--- src/rtl/uart_tx_pkg.sv ---
`default_nettype none
// ============================================================================
//  Module   : uart_tx_pkg
//  Purpose  : Shared UART definitions: FSM state encoding, parity and
//             stop-bit modes, default bit timing and a parity helper.
//  Revision : 1.0 - initial release
// ============================================================================
package uart_tx_pkg;

    // Transmitter state encoding (3-bit)
    typedef enum logic [2:0] {
        IDLE   = 3'd0,
        START  = 3'd1,
        DATA   = 3'd2,
        PARITY = 3'd3,
        STOP1  = 3'd4,
        STOP2  = 3'd5
    } uart_state_e;

    // Parity mode as latched for one frame
    localparam logic [1:0] PARITY_NONE = 2'd0;
    localparam logic [1:0] PARITY_EVEN = 2'd1;
    localparam logic [1:0] PARITY_ODD  = 2'd2;

    // Stop-bit count as latched for one frame
    localparam logic STOPBITS_1 = 1'b0;
    localparam logic STOPBITS_2 = 1'b1;

    localparam int DEFAULT_CLKS_PER_BIT = 16;

    // Widest data word the transmitter supports
    localparam int MAX_WIDTH_DATA = 9;

    // Parity bit for a zero-extended data word; odd=1 makes the total
    // count of ones (data plus parity) odd, odd=0 makes it even.
    function automatic logic calc_parity(input logic [MAX_WIDTH_DATA-1:0] data,
                                         input logic                      odd);
        return (^data) ^ odd;
    endfunction

endpackage : uart_tx_pkg
`default_nettype wire

--- src/rtl/uart_baud_tick.sv ---
`default_nettype none
// ============================================================================
//  Module   : uart_baud_tick
//  Purpose  : Bit-period counter. Counts 0..CLKS_PER_BIT-1 while enabled and
//             emits a one-cycle tick on the terminal count, then wraps.
//  Revision : 1.0 - initial release
// ============================================================================
module uart_baud_tick #(
    parameter int CLKS_PER_BIT = 16,
    parameter int WIDTH_CNT    = 16
) (
    input  logic clk,
    input  logic rst,
    input  logic en,
    input  logic clr,
    output logic tick
);

    localparam logic [WIDTH_CNT-1:0] TERMINAL = WIDTH_CNT'(CLKS_PER_BIT - 1);

    logic [WIDTH_CNT-1:0] cnt_q;
    logic [WIDTH_CNT-1:0] cnt_d;
    logic                 at_terminal;

    assign at_terminal = (cnt_q == TERMINAL);

    // Next count: clear wins over enable, wrap at the terminal count
    always_comb begin
        cnt_d = cnt_q;
        if (clr) begin
            cnt_d = '0;
        end else if (en) begin
            cnt_d = at_terminal ? '0 : cnt_q + 1'b1;
        end
    end

    // Counter register
    always_ff @(posedge clk) begin
        if (rst) begin
            cnt_q <= '0;
        end else begin
            cnt_q <= cnt_d;
        end
    end

    assign tick = en && !clr && at_terminal;

endmodule : uart_baud_tick
`default_nettype wire

--- src/rtl/uart_tx.sv ---
`default_nettype none
// ============================================================================
//  Module   : uart_tx
//  Purpose  : UART transmitter. Accepts a word on a valid/ready handshake and
//             sends start, data (LSB first), optional parity and 1 or 2 stop
//             bits on a registered, idle-high tx line.
//  Revision : 1.0 - initial release
// ============================================================================
module uart_tx
    import uart_tx_pkg::*;
#(
    parameter int WIDTH_DATA   = 8,
    parameter int CLKS_PER_BIT = DEFAULT_CLKS_PER_BIT,
    parameter int WIDTH_CNT    = 16
) (
    input  logic                  clk,
    input  logic                  rst,
    input  logic [WIDTH_DATA-1:0] tx_data,
    input  logic                  tx_valid,
    output logic                  tx_ready,
    input  logic                  parity_bit_config,
    input  logic                  parity_odd,
    input  logic                  stop_bit_config,
    output logic                  tx,
    output logic                  busy
);

    localparam int                 WIDTH_BIT = $clog2(WIDTH_DATA);
    localparam logic [WIDTH_BIT-1:0] LAST_BIT = WIDTH_BIT'(WIDTH_DATA - 1);

    uart_state_e           state_q,       state_d;
    logic [WIDTH_DATA-1:0] shift_q,       shift_d;
    logic [WIDTH_BIT-1:0]  bit_cnt_q,     bit_cnt_d;
    logic [1:0]            parity_mode_q, parity_mode_d;
    logic                  stop_bits_q,   stop_bits_d;
    logic                  parity_bit_q,  parity_bit_d;
    logic                  tx_q,          tx_d;
    logic                  tx_ready_q,    tx_ready_d;
    logic                  busy_q,        busy_d;

    logic                  tick;
    logic                  accept;
    logic [1:0]            in_parity_mode;

    // Bit timer runs only while a frame is in flight; held cleared in IDLE
    uart_baud_tick #(
        .CLKS_PER_BIT (CLKS_PER_BIT),
        .WIDTH_CNT    (WIDTH_CNT)
    ) u_baud_tick (
        .clk  (clk),
        .rst  (rst),
        .en   (state_q != IDLE),
        .clr  (state_q == IDLE),
        .tick (tick)
    );

    assign accept         = tx_valid && tx_ready_q;
    assign in_parity_mode = !parity_bit_config ? PARITY_NONE :
                            (parity_odd ? PARITY_ODD : PARITY_EVEN);

    // Next-state, frame capture and next registered outputs
    always_comb begin
        state_d       = state_q;
        shift_d       = shift_q;
        bit_cnt_d     = bit_cnt_q;
        parity_mode_d = parity_mode_q;
        stop_bits_d   = stop_bits_q;
        parity_bit_d  = parity_bit_q;

        case (state_q)
            IDLE: begin
                if (accept) begin
                    // Everything the frame depends on is frozen here so later
                    // config changes only affect the following frame.
                    shift_d       = tx_data;
                    bit_cnt_d     = '0;
                    parity_mode_d = in_parity_mode;
                    stop_bits_d   = stop_bit_config ? STOPBITS_2 : STOPBITS_1;
                    parity_bit_d  = calc_parity(MAX_WIDTH_DATA'(tx_data),
                                                in_parity_mode == PARITY_ODD);
                    state_d       = START;
                end
            end
            START: begin
                if (tick) state_d = DATA;
            end
            DATA: begin
                if (tick) begin
                    if (bit_cnt_q == LAST_BIT) begin
                        state_d = (parity_mode_q != PARITY_NONE) ? PARITY : STOP1;
                    end else begin
                        bit_cnt_d = bit_cnt_q + 1'b1;
                        shift_d   = shift_q >> 1;
                    end
                end
            end
            PARITY: begin
                if (tick) state_d = STOP1;
            end
            STOP1: begin
                if (tick) state_d = (stop_bits_q == STOPBITS_2) ? STOP2 : IDLE;
            end
            STOP2: begin
                if (tick) state_d = IDLE;
            end
            default: begin
                state_d = IDLE;
            end
        endcase

        // Line level follows the state being entered so tx is a clean flop
        // output and the start bit appears the cycle after acceptance.
        case (state_d)
            START:   tx_d = 1'b0;
            DATA:    tx_d = shift_d[0];
            PARITY:  tx_d = parity_bit_q;
            default: tx_d = 1'b1;
        endcase

        tx_ready_d = (state_d == IDLE);
        busy_d     = (state_d != IDLE);
    end

    // State and datapath registers; reset aborts any frame in flight
    always_ff @(posedge clk) begin
        if (rst) begin
            state_q       <= IDLE;
            shift_q       <= '0;
            bit_cnt_q     <= '0;
            parity_mode_q <= PARITY_NONE;
            stop_bits_q   <= STOPBITS_1;
            parity_bit_q  <= 1'b0;
            tx_q          <= 1'b1;
            tx_ready_q    <= 1'b1;
            busy_q        <= 1'b0;
        end else begin
            state_q       <= state_d;
            shift_q       <= shift_d;
            bit_cnt_q     <= bit_cnt_d;
            parity_mode_q <= parity_mode_d;
            stop_bits_q   <= stop_bits_d;
            parity_bit_q  <= parity_bit_d;
            tx_q          <= tx_d;
            tx_ready_q    <= tx_ready_d;
            busy_q        <= busy_d;
        end
    end

    assign tx       = tx_q;
    assign tx_ready = tx_ready_q && !rst;
    assign busy     = busy_q;

endmodule : uart_tx
`default_nettype wire

--- config.mk ---
export PLATFORM = sky130hd
export DESIGN_NAME = uart_tx
export DESIGN_NICKNAME = d
export VERILOG_FILES = /design/src/rtl/uart_tx_pkg.sv /design/src/rtl/uart_baud_tick.sv /design/src/rtl/uart_tx.sv
export SDC_FILE = /design/constraint.sdc
export NUM_CORES = 1
export LEC_CHECK = 0
export CAP_MARGIN = 40
export CELL_PAD_IN_SITES_DETAIL_PLACEMENT = 2
export CELL_PAD_IN_SITES_GLOBAL_PLACEMENT = 2
export CORE_MARGIN = 3
export CORE_UTILIZATION = 31
export CTS_CLUSTER_SIZE = 16
export DETAILED_ROUTE_END_ITERATION = 8
export PLACE_DENSITY_LB_ADDON = 0.1
export SYNTH_ARGS = -nofsm -noshare
export SYNTH_HDL_FRONTEND = slang
export SYNTH_SLANG_ARGS = --single-unit
--- constraint.sdc ---
create_clock -name clk -period 1.85 [get_ports clk]
set_clock_uncertainty 0.05 [all_clocks]
set_input_delay 0.37 -clock clk [delete_from_list [all_inputs] [get_ports clk]]
set_output_delay 0.37 -clock clk [all_outputs]
set_load 0.1 [all_outputs]
==> results of run 1 <==
==> flip-flops by register name, indices dropped and copies added (netlist names) <==
signal / flops
u_baud_tick.cnt_q: 16
shift_q: 8
bit_cnt_q: 3
state_q: 3
parity_mode_q: 2
busy: 1
parity_bit_q: 1
stop_bits_q: 1
tx: 1
tx_ready_q: 1
==> area by class of cell <==
class / count / share of cell area [%]
Timing Repair Buffer: 58 / 19.76
Inverter: 4 / 0.5660
Clock buffer: 6 / 2.736
Tap cell: 72 / 3.396
Multi-Input combinational cell: 162 / 43.63
Clock inverter: 2 / 1.462
Sequential cell: 37 / 28.44
==> per-layer routing <==
layer | vias up | part of all wire [%] | track usage [%]
li1 | 844 | - | -
met1 | 862 | 42 | 20.92
met2 | 12 | 56 | 33.09
met3 | 6 | 1.8 | 3.373
met4 | 0 | 1.1 | 5.349
met5 | - | 0 | 0
==> worst max-delay path by stage <==
stage,to,cells past startpoint,start,slack (ns)
after global placement,tx,7,tx_valid,-0.12
final,tx,6,u_baud_tick.cnt_q[11],-0.09
after floorplan,tx,7,u_baud_tick.cnt_q[1],0.01
after detailed placement,tx,7,tx_valid,-0.23
after global routing,tx,6,u_baud_tick.cnt_q[11],-0.17
after CTS,tx,6,u_baud_tick.cnt_q[12],-0.06
==> worst max-delay path, stage by stage (launching register included) <==
cell	delay, ns
dfxtp_1	0.35
nor4_4	0.35
nand4_4	0.17
mux2_4	0.36
nor3_4	0.15
mux2i_1	0.29
o211ai_2	0.09
==> logic make-up after synthesis <==
kind of cell / share of synthesized area [%]
fa+ha+maj: 2.033
xor+xnor: 9.485
simple gates: 29.40
buf+inv: 3.794
compound gates: 13.82
mux: 1.355
flops: 40.11
==> timing repair <==
item                       CTS  global route
gates cloned                 0             2
gates resized for setup     13            34
pin swaps                    7             8
setup endpoints to repair   19            29
setup buffers                2             1
==> power by group through the flow <==
stage	Combinational (mW)	Sequential [mW]	Clock (mW)
2_1_floorplan	0.176	0.893	0
3_3_place_gp	0.329	0.865	0
3_5_place_dp	0.343	0.867	0
4_1_cts	0.356	0.851	0.736
5_1_grt	0.421	0.856	0.769
6_report	0.386	0.852	0.706
==> layout by cell type, fill, tap and decap left out, types with 4 or more instances in the layout <==
cell type         n
a21oi_1          17
nand4_1           4
buf_6             5
nand2_1          27
nor2_1           25
xor2_1            9
xnor2_1          11
nand3_1           5
clkdlybuf4s50_1  13
dfxtp_2          11
buf_4            36
dfxtp_1          26
a22oi_1           6
inv_1             4
clkbuf_8          5
==> impl.org, run 1 <==
** Clock network
- TritonCTS created 5 clock buffers.
- Number of hold buffers added after cts :: 0
- The clock passes through at most 2 buffers.
- CTS tree :: yes
- CTS built an H-tree with a depth of 2.
- Clock root buffer master :: clkbuf_8
- At the later pin of the worst-skew pair, clock insertion delay measures roughly 0.29 ns.
- Sink count of the clock tree :: 37
- After clock tree synthesis, the clock-pin slew on the worst setup and hold paths is 0.08 ns.

** Drt
- The final route contains ~1700 vias.
- After detailed routing, the total wire length is 6200 um.
- Average vias per placed instance :: about 5
- In this run the remaining antenna-violating nets after routing total 0.
- Detailed Routing Iterations Pass 1 :: 6
- In this run, the number of DRC markers left after iteration 0 of detailed routing was 29.
- For this run, design rule violations remaining after detail routing come to 0.
- Detail-routed net length per standard cell :: around 18 um

** Power and ir drop
- Net switching is between 20% and 30% of the power.
- Fraction of power consumed by sequential logic :: between 40% and 50%
- Clk pwr share :: between 30% and 40%
- Combinational share of power :: between 10% and 20%
- The internal portion of the total power is 1.411 mW.
- Total leakage power :: 0.9713 nW
- Maximum ir drop on the vdd rail :: 0.4514 mV
- For this design the ratio of total power to cell area is between 700 and 800 nW/um^2.
- Sw power :: ~530 uW
- Summing internal, switching and leakage power gives 1.943 mW.

** Timing
- Slew @ Worst Pin :: between 0.3 and 0.4 ns
- Post-layout min period :: just under 2 ns
- For the final routed database, the setup TNS stands at -0.1279 ns.
- Post-route clock period utilization :: 104.8%
- The hold violation count in the final report was 0.
- The number of pins exceeding their max-slew limit in the final report came to 0.
- Worst path setup slack after routing :: -0.08844 ns
- Setup violations remaining at the end of the flow were counted as 3.
- Setup repair after global routing could not meet its margin everywhere.
- Fmax achieved :: 0.5159 GHz
- Worst-case headroom to the max-slew limit :: roughly 77%
- The tightest hold path in the finished design has a slack of about 0.42 ns.

** GRT
- Via count of the first global-routing pass :: about 2000
- GRT Resource Usage Total :: 17.98%
- Maximum number of pins on one net before global-route repair :: 17
- Overflow left after global routing :: 0
- The initial antenna violation count was 0.
- First-pass GRT wire length :: around 9900 um

** Yosys
- Top cells by area in the synthesized netlist :: dfxtp_1 40%, nor2_1 5.9%, nand2_1 5.5%, xnor2_1 5.2%, a21oi_1 5.1%
- After synthesis the cells add up to 1847 um^2.
- Of all cell types, the one taking the most synthesized area is dfxtp_1.
- Counting every net in the synthesized netlist gives between 200 and 250.
- Flop and latch count out of synthesis :: 37
- Yosys instantiated no cell more often than dfxtp_1.
- Fraction of registers with async set/reset :: 0%
- In this run the biggest area consumer among cell types represents roughly two fifths of the synthesized area.
- EDFF count, synth :: 0
- Most instantiated cells after synthesis :: 37 x dfxtp_1, 29 x nor2_1, 27 x nand2_1
- Sequential element share of the synthesized area :: 40.11%
- Among all flip-flop cells after synthesis, the most frequent one is dfxtp_1.
- YS warnings :: 0
- Dividing the synthesized area by the synthesized cell count gives roughly 8.6 um^2.
- The number of different library cells used by synthesis comes to 42.
- In the synthesized netlist, the number of instances is around 210.

** Critical path
- Max Fanout on Critical Path :: 4
- Worst reg2reg setup slack :: -0.09 ns
- Critical Path Start Type :: register
- STA classifies the critical path endpoint as a register.
- Destination of the worst register-to-register timing path :: tx
- Launch instance of the worst register-to-register path :: u_baud_tick.cnt_q[11]
- CP arrival :: between 2 and 2.5 ns
- The worst setup path is of the reg2reg kind.
- The number of cells on the worst reg-to-reg path is 6.
- STA puts the critical path data required time at 1.97 ns.

** Floorplan
- DIE AREA :: 6920 um^2
- During I/O placement, the number of pins put on the boundary was 17.
- Number of core rows :: 27
- Total core area :: around 5600 um^2
- Horizontal die dimension :: between 80 and 90 um
- Die Y-Extent :: between 80 and 90 um
- Effective utilization at floorplan :: approximately a third

** Finish
- The number of antenna diodes in the final layout is 0.
- Area of the multi-input gates :: 1157 um^2
- After filler insertion, the fill cell instance count of the layout stands at ~600.
- In the final design database the tool counted 285 nets.
- Relative to the synthesized area, the layout overhead comes to 43.63%.
- The sequential cells in the finished layout cover a total of 754.5 um^2.
- Layout cell share with drive strength beyond 1 :: between 30% and 40%
- At the end of the flow the core is filled with cells to between 40% and 50%.
- Non-filler instance count after layout :: approximately 340
- The finished cells cover 2653 um^2.

** Place
- In this run the cell area measured after placement is ~2400 um^2.
- HPWL Detailed :: roughly 4300 um
- Buffers added on ports :: 16
- Cells after DPL :: roughly 330
- Pre-CTS WS :: -0.2346 ns
- At the end of routability-driven placement, the weighted congestion stood at 0.7560.

** Outcome
- Run status :: finished with violations
- Violated checks :: setup timing

** Min path
- Endpoint with the worst hold slack :: shift_q[6]
- Worst min-delay path startpoint :: shift_q[6]
- Along the worst hold path, the cell count comes to 2.
- The tightest min-delay check is of the reg2reg type.

** Job
- Number of maximum-capacitance constraint violations :: 0
Power figures use the tool's default switching activity.
==> run 2: changes to the inputs <==
--- a/config.mk
+++ b/config.mk
@@ -5,6 +5,7 @@
 export SDC_FILE = /design/constraint.sdc
 export NUM_CORES = 1
 export LEC_CHECK = 0
+export ABC_AREA = 0
 export CAP_MARGIN = 40
 export CELL_PAD_IN_SITES_DETAIL_PLACEMENT = 2
 export CELL_PAD_IN_SITES_GLOBAL_PLACEMENT = 2
==> results of run 2 <==
Same layout as run 1: the final DEF is identical, and so are final timing and power.
